--- src/rtl/ucsbece154a_mem_arbiter.sv ---
`default_nettype none
// ============================================================================
// Module   : ucsbece154a_mem_arbiter
// Purpose  : N-port arbiter and wait-state controller in front of the single
//            unified memory. It serialises master requests onto one memory
//            port, stretches each access by WAIT_STATES cycles, and returns
//            registered read data plus a one-cycle ack to the served master.
// Revision : 1.0 - initial release
// ----------------------------------------------------------------------------
// Ports
//   clk        in   1            rising-edge clock
//   reset      in   1            asynchronous active-low reset
//   req_i      in   NPORTS       per-master request, held until ack
//   we_i       in   NPORTS       per-master write enable
//   adr_i      in   NPORTS*AW    packed addresses, port k at [k*AW +: AW]
//   wd_i       in   NPORTS*DW    packed write data, port k at [k*DW +: DW]
//   gnt_o      out  NPORTS       one-hot owner of the memory port
//   ack_o      out  NPORTS       one-cycle completion pulse to the owner
//   rd_o       out  DW           registered read data, held after ack
//   mem_we_o   out  1            memory write strobe
//   mem_a_o    out  AW           memory address
//   mem_wd_o   out  DW           memory write data
//   mem_rd_i   in   DW           memory read data (combinational from mem_a_o)
// Configuration
//   UCSBECE154A_ARB_FIXED_PRIO_EN  defined  : lowest-index requester wins
//                                  undefined: round-robin from a pointer
// ============================================================================
module ucsbece154a_mem_arbiter #(
    parameter int NPORTS      = 2,
    parameter int AW          = 32,
    parameter int DW          = 32,
    parameter int WAIT_STATES = 0
) (
    input  logic                 clk,
    input  logic                 reset,
    input  logic [NPORTS-1:0]    req_i,
    input  logic [NPORTS-1:0]    we_i,
    input  logic [NPORTS*AW-1:0] adr_i,
    input  logic [NPORTS*DW-1:0] wd_i,
    output logic [NPORTS-1:0]    gnt_o,
    output logic [NPORTS-1:0]    ack_o,
    output logic [DW-1:0]        rd_o,
    output logic                 mem_we_o,
    output logic [AW-1:0]        mem_a_o,
    output logic [DW-1:0]        mem_wd_o,
    input  logic [DW-1:0]        mem_rd_i
);

    localparam int         c_PW = (NPORTS > 1) ? $clog2(NPORTS) : 1;
    localparam logic [3:0] c_WS = 4'(WAIT_STATES);

    typedef enum logic [1:0] {
        S_IDLE = 2'd0,
        S_BUSY = 2'd1,
        S_ACK  = 2'd2
    } state_t;

    state_t             r_state_q, w_state_d;
    logic [NPORTS-1:0]  r_gnt_q,   w_gnt_d;
    logic               r_we_q,    w_we_d;
    logic [AW-1:0]      r_adr_q,   w_adr_d;
    logic [DW-1:0]      r_wd_q,    w_wd_d;
    logic [3:0]         r_cnt_q,   w_cnt_d;
    logic [DW-1:0]      r_rd_q,    w_rd_d;

    logic [NPORTS-1:0]  w_sel;      // one-hot winner, zero when nobody asks
    logic [AW-1:0]      w_adr_sel;
    logic [DW-1:0]      w_wd_sel;
    logic               w_we_sel;

`ifdef UCSBECE154A_ARB_FIXED_PRIO_EN
    // Isolate the lowest set request bit.
    assign w_sel = req_i & (~req_i + NPORTS'(1));
`else
    logic [c_PW-1:0]     r_ptr_q, w_ptr_d;
    logic [c_PW-1:0]     r_win_q, w_win_d;
    logic [c_PW-1:0]     w_win;
    logic [2*NPORTS-1:0] w_req_dbl;
    logic [NPORTS-1:0]   w_req_rot;
    logic [c_PW:0]       w_sum;

    // Rotate requests so the pointer position lands on bit 0, take the first
    // set bit, then map the offset back to an absolute port index.
    always_comb begin
        w_req_dbl = {req_i, req_i};
        w_req_rot = NPORTS'(w_req_dbl >> r_ptr_q);
        w_sum     = '0;
        for (int i = NPORTS - 1; i >= 0; i--) begin
            if (w_req_rot[i]) begin
                w_sum = {1'b0, r_ptr_q} + (c_PW + 1)'(i);
            end
        end
        if (w_sum >= (c_PW + 1)'(NPORTS)) begin
            w_sum = w_sum - (c_PW + 1)'(NPORTS);
        end
        w_win = w_sum[c_PW-1:0];
        w_sel = (|req_i) ? (NPORTS'(1) << w_win) : '0;
    end

    always_comb begin
        w_ptr_d = r_ptr_q;
        w_win_d = r_win_q;
        if ((r_state_q == S_IDLE) && (|req_i)) begin
            w_win_d = w_win;
        end
        if (r_state_q == S_ACK) begin
            w_ptr_d = (r_win_q == c_PW'(NPORTS - 1)) ? '0 : r_win_q + c_PW'(1);
        end
    end

    always_ff @(posedge clk or negedge reset) begin
        if (!reset) begin
            r_ptr_q <= '0;
            r_win_q <= '0;
        end else begin
            r_ptr_q <= w_ptr_d;
            r_win_q <= w_win_d;
        end
    end
`endif

    // Payload of the winning port (w_sel is one-hot).
    always_comb begin
        w_adr_sel = '0;
        w_wd_sel  = '0;
        w_we_sel  = 1'b0;
        for (int k = 0; k < NPORTS; k++) begin
            if (w_sel[k]) begin
                w_adr_sel = adr_i[k*AW +: AW];
                w_wd_sel  = wd_i[k*DW +: DW];
                w_we_sel  = we_i[k];
            end
        end
    end

    always_comb begin
        w_state_d = r_state_q;
        w_gnt_d   = r_gnt_q;
        w_we_d    = r_we_q;
        w_adr_d   = r_adr_q;
        w_wd_d    = r_wd_q;
        w_cnt_d   = r_cnt_q;
        w_rd_d    = r_rd_q;
        case (r_state_q)
            S_IDLE: begin
                w_gnt_d = '0;
                if (|req_i) begin
                    w_state_d = S_BUSY;
                    w_gnt_d   = w_sel;
                    w_we_d    = w_we_sel;
                    w_adr_d   = w_adr_sel;
                    w_wd_d    = w_wd_sel;
                    w_cnt_d   = c_WS;
                end
            end
            S_BUSY: begin
                if (r_cnt_q == 4'd0) begin
                    w_rd_d    = mem_rd_i;
                    w_state_d = S_ACK;
                end else begin
                    w_cnt_d = r_cnt_q - 4'd1;
                end
            end
            S_ACK: begin
                w_gnt_d   = '0;
                w_state_d = S_IDLE;
            end
            default: begin
                w_gnt_d   = '0;
                w_state_d = S_IDLE;
            end
        endcase
    end

    always_ff @(posedge clk or negedge reset) begin
        if (!reset) begin
            r_state_q <= S_IDLE;
            r_gnt_q   <= '0;
            r_we_q    <= 1'b0;
            r_adr_q   <= '0;
            r_wd_q    <= '0;
            r_cnt_q   <= '0;
            r_rd_q    <= '0;
        end else begin
            r_state_q <= w_state_d;
            r_gnt_q   <= w_gnt_d;
            r_we_q    <= w_we_d;
            r_adr_q   <= w_adr_d;
            r_wd_q    <= w_wd_d;
            r_cnt_q   <= w_cnt_d;
            r_rd_q    <= w_rd_d;
        end
    end

    // The write strobe is only ever asserted in the final BUSY cycle.
    assign mem_we_o = (r_state_q == S_BUSY) && (r_cnt_q == 4'd0) && r_we_q;
    assign mem_a_o  = r_adr_q;
    assign mem_wd_o = r_wd_q;
    assign gnt_o    = r_gnt_q;
    assign ack_o    = (r_state_q == S_ACK) ? r_gnt_q : '0;
    assign rd_o     = r_rd_q;

endmodule
`default_nettype wire

--- config.mk ---
export PLATFORM = sky130hd
export DESIGN_NAME = ucsbece154a_mem_arbiter
export DESIGN_NICKNAME = d
export VERILOG_FILES = /design/src/rtl/ucsbece154a_mem_arbiter.sv
export SDC_FILE = /design/constraint.sdc
export NUM_CORES = 1
export LEC_CHECK = 0
export ABC_AREA = 1
export BUFFER_PORTS_ARGS = -buffer_cell sky130_fd_sc_hd__clkbuf_2
export CAP_MARGIN = 20
export CORE_MARGIN = 5
export CORE_UTILIZATION = 49
export CTS_CLUSTER_DIAMETER = 40
export DETAILED_ROUTE_END_ITERATION = 12
export PLACE_DENSITY = 0.88
export SLEW_MARGIN = 25
export SYNTH_ARGS = -nofsm -noshare
export SYNTH_HDL_FRONTEND = slang
export SYNTH_SLANG_ARGS = --single-unit
--- constraint.sdc ---
create_clock -name clk -period 4.05 [get_ports clk]
set_clock_uncertainty 0.2 [all_clocks]
set_input_delay 0.81 -clock clk [delete_from_list [all_inputs] [get_ports clk]]
set_output_delay 0.81 -clock clk [all_outputs]
set_load 0.02 [all_outputs]
# ---- After elaboration in Yosys (flattened, before gate mapping)
# Cells that the tools add are included.
dict set report classes {
  eq_ne 5
  n_reduce_logical 11
  addsub 4
  multipliers 0
  div_mod_pow 0
  magnitude_cmp 1
  bitwise_logic 0
  mux 20
  shift 2
}
# cell n
set ops {}
lappend ops {{$mux 32} 4}
lappend ops {{$mux 2} 7}
lappend ops {{$mux 4} 2}
lappend ops {{$pmux 2 s2} 2}
lappend ops {{$pmux 4 s2} 1}
lappend ops {{$reduce_and 2->1} 3}
lappend ops {{$logic_not 4->1} 1}
lappend ops {{$mux 1} 4}
lappend ops {{$ne 2x2->1 const B} 2}
lappend ops {{$shr 4x1->2} 1}
lappend ops {{$sub 4x1->4 const B} 1}
lappend ops {{$logic_and 1x1->1} 3}
lappend ops {{$reduce_and 3->1} 1}
lappend ops {{$add 1x1->2 const B} 1}
lappend ops {{$eq 2x1->1 const B} 1}
lappend ops {{$eq 2x2->1 const B} 1}
lappend ops {{$ge 2x2->1 const B} 1}
lappend ops {{$logic_not 2->1} 1}
lappend ops {{$ne 2x1->1 const B} 1}
lappend ops {{$reduce_bool 2->1} 1}
lappend ops {{$reduce_or 2->1} 1}
lappend ops {{$shl 1x1->2 const A} 1}
lappend ops {{$add 1x1->1 const B} 1}
lappend ops {{$sub 1x1->1 const B} 1}
dict set report totals {
  latch_bits 0
  register_bits 107
  rom_bits 0
  inputBits 166
  mem_bits_rw 0
  mem_count 0
}

# ---- Longest topological paths before layout
dict set report logic_depth {
  ltp_word 9
  mapped_depth 8
  depth_no_buf 7
}

# ---- Worst setup path before layout
# No wires, ideal clock.
dict set report synth_path {
  path_kind {reg2out}
  startpoint {reg r_cnt_q[0]}
  endpoint {out mem_we_o}
  path_slack_ns 1.738
  stages_incl_launch_ff 6
  arrival_time_ns 1.302
  path_buffers 1
  cell_sequence {dfrtp_1 -> inv_1 -> ha_1 -> nand3_2 -> clkbuf_1 -> nor2_1}
}
dict set report synth_between {
  elab_chain_cells 3
}
# item line
set synth_lines {}
lappend synth_lines {{start: declaration} 63} ;# logic [3:0] r_cnt_q, w_cnt_d;
lappend synth_lines {{start signal: assignment} 190} ;# r_cnt_q <= w_cnt_d;
lappend synth_lines {{$logic_not 4->1} 196} ;# assign mem_we_o = (r_state_q == S_BUSY) && (r_cnt_q == 4'd0) && r_we_q;
lappend synth_lines {{$logic_and 1x1->1 (2 in a row)} 196}
lappend synth_lines {{end: declaration} 43} ;# output logic mem_we_o,
# Every way passes these cells.

# ---- Worst setup path in the final report
dict set report layout_path {
  startpoint {reg r_cnt_q[1]}
  endpoint {out mem_we_o}
}
# Same word-level chain as after synthesis.

==> flow_summary.yaml <==
detailed_routing:
  dr.pass1.iters: 5
  num_vias: 4961
  ant_nets: 0
  wl_um: 13800
  drtIter0Drc: 319
  drc: 0
  via_per_inst: 4.66
  avgRoutedWirePerCell_um: 12.9
floorplanning:
  die_x_um: 111
  core-area_um2: 10100
  die_area_um2: 12400
  initial_core_util_pct: 49.5
  rows: 37
  die_height_um: 111
  ios: 267
layout:
  seq_area_um2: 2680
  final_common_cell: "nand2_1"
  num-fill-cells: 905
  drive_gt1_share_pct: 31.7
  area_growth_pct: 31.8
  final_cell_mix: "365 x nand2_1, 265 x clkbuf_2, 107 x dfrtp_1"
  antennaDiodeCount: 0
  nets: 1092
  multi_input_area_um2: 1890
  finalInstanceArea_um2: 6620
sta:
  rsz0062_at_grt: "no"
  maxSlewViolCount: 0
  slew_headroom_pct: 39.8
  tightest_slew_ns: 0.899
  setup_viol: 0
  tns_ns: 0
  hold_violations: 0
  period_needed_ns: 2.71
  max_freq_ghz: 0.369
  finalCritPeriodShare_pct: 66.9
clock_network:
  clock_latency_ns: 0.35
  clockBufferDepth: 2
  ctsHoldBuffers: 0
  ctsResizeCount: 0
  cts_tree: "yes"
  root_buffer: "clkbuf_8"
  path_clk_slew_ns: 0.10
  cts_made_buffers: 9
  cts_setup_buffers: 0
  htree_levels: 3
  clkSinkCount: 107
synthesis:
  ys_seq_area_share_pct: 53.3
  synth_edf_count: 0
  synth.top_cell.area_share_pct: 53.3
  syn_nets: 844
  yosysUniqueCellTypes: 21
  ys_ff_latch: 107
  synthCells: 676
  syn_area_per_cell_um2: 7.43
  ys.flop_type: "dfrtp_1"
  synthTopCellsByArea: "dfrtp_1 53%, nand2_1 27%, inv_1 5.4%"
  synth-async-reset-ratio_pct: 100
  ys_warn_count: 0
  netlist_area_um2: 5020
  synth_top_cell_by_area: "dfrtp_1"
grt:
  grt_pass1_vias: 4939
  grt_overflow: 0
  grt_pass1_wl_um: 23300
  grt_start_max_net_pins: 70
  antenna_found_initial: 0
  grt_usage_pct: 22.3
placement:
  dp_hpwl_um: 10300
  io_buffers: 266
  gp_congestion: 0.885
  dpl_cell_area_um2: 6410
setup_path:
  cp_max_fo: 34
  crit_type: "flip-flop to primary output"
  worstSetupEndpointType: "primary output"
  crit_arrival_ns: 1.70
  required_ns: 3.04
  cp-start-kind: "flip-flop"
hold_path:
  min-delay-path-class: "flip-flop to flip-flop"
pwr:
  pwr_density_cell_nw_per_um2: 725
  ir_worst_vdd_uv: 363
  power_leakage_uw: 0.00412
job:
  maxCapViolations: 0
status:
  status: "finished, final reports clean"
## worst paths after layout
path	from	to	slack, ns	depth (start not counted)
worst max-delay path	r_cnt_q[1]	mem_we_o	1.34	6
worst min register to register	r_win_q	r_ptr_q	0.26	1
worst max register to register	r_ptr_q	mem_wd_o[21]	1.77	5
worst min-delay path	r_win_q	r_ptr_q	0.26	1
min in group asynchronous	reset	mem_a_o[16]	0.30	1
max in group asynchronous	reset	mem_wd_o[19]	2.62	2
## synth_stat cells (2+ instances only)
| master | n |
|---|---|
| buf_2 | 9 |
| buf_4 | 14 |
| clkbuf_1 | 10 |
| dfrtp_1 | 107 |
| ha_1 | 2 |
| inv_1 | 72 |
| inv_2 | 4 |
| nand2_1 | 365 |
| nand3_1 | 3 |
| nor2_1 | 10 |
| o21ai_0 | 30 |
| o21ai_1 | 41 |
## registers in the layout (all words and copies together) (netlist names)
name and cells:
rd_o 32, r_cnt_q 4, r_ptr_q 1, r_state_q 2, mem_wd_o 32, mem_a_o 32
r_we_q 1, r_win_q 1, gnt_o 2
## power by group
part           switching, uW  internal (uW)
sequential               269           1540
clock                    340            345
combinational           1580            714
total                   2190           2600
## logic make-up after synthesis
group	Yosys count	share of synthesized area, %
adder cells (fa/ha/maj)	2	0.498
XOR/XNOR	1	0.175
buffers and inverters	110	9.50
AO/OA/AOI/OAI	75	7.70
AND/OR/NAND/NOR	381	28.8
flip-flops	107	53.3
## layout make-up
class                      count  share of cell area, %
multi-input combinational    459                   28.6
inverter                      76                   4.33
tap                          136                   2.57
sequential                   107                   40.5
timing repair buffer         271                   20.9
clock buffer                  10                   1.93
clock inverter                 5                   1.19
## critical path: stages (launching register included)
cell      delay (ns)
dfrtp_1         0.38
inv_1           0.12
ha_1            0.20
nand3_2         0.08
buf_4           0.25
nor2_1          0.12
clkbuf_2        0.18
## stage by stage
stage | std cells | power (uW) | setup slack (ns) | utilization (%) | hold WS [ns]
floorplan | 676 | 3330 | 1.74 | - | 0.238
global placement | 1049 | 4070 | 1.36 | 63.2 | 0.244
detailed placement | 1049 | 4150 | 1.31 | 63.2 | 0.264
CTS | 1064 | 4850 | 1.32 | 65.2 | 0.254
global route | 1064 | 5190 | 1.17 | 65.3 | 0.291
finish | 1064 | 4790 | 1.34 | 65.3 | 0.259
## layer usage
layer  vias up  wire (um)  track usage, %
li1       2510          -               -
met1      2223       5320            26.9
met2       206       7080            39.6
met3        22       1090            5.73
met4         0        272            6.00
met5         -          0               0
No activity file was read; power rests on OpenSTA's default activity.
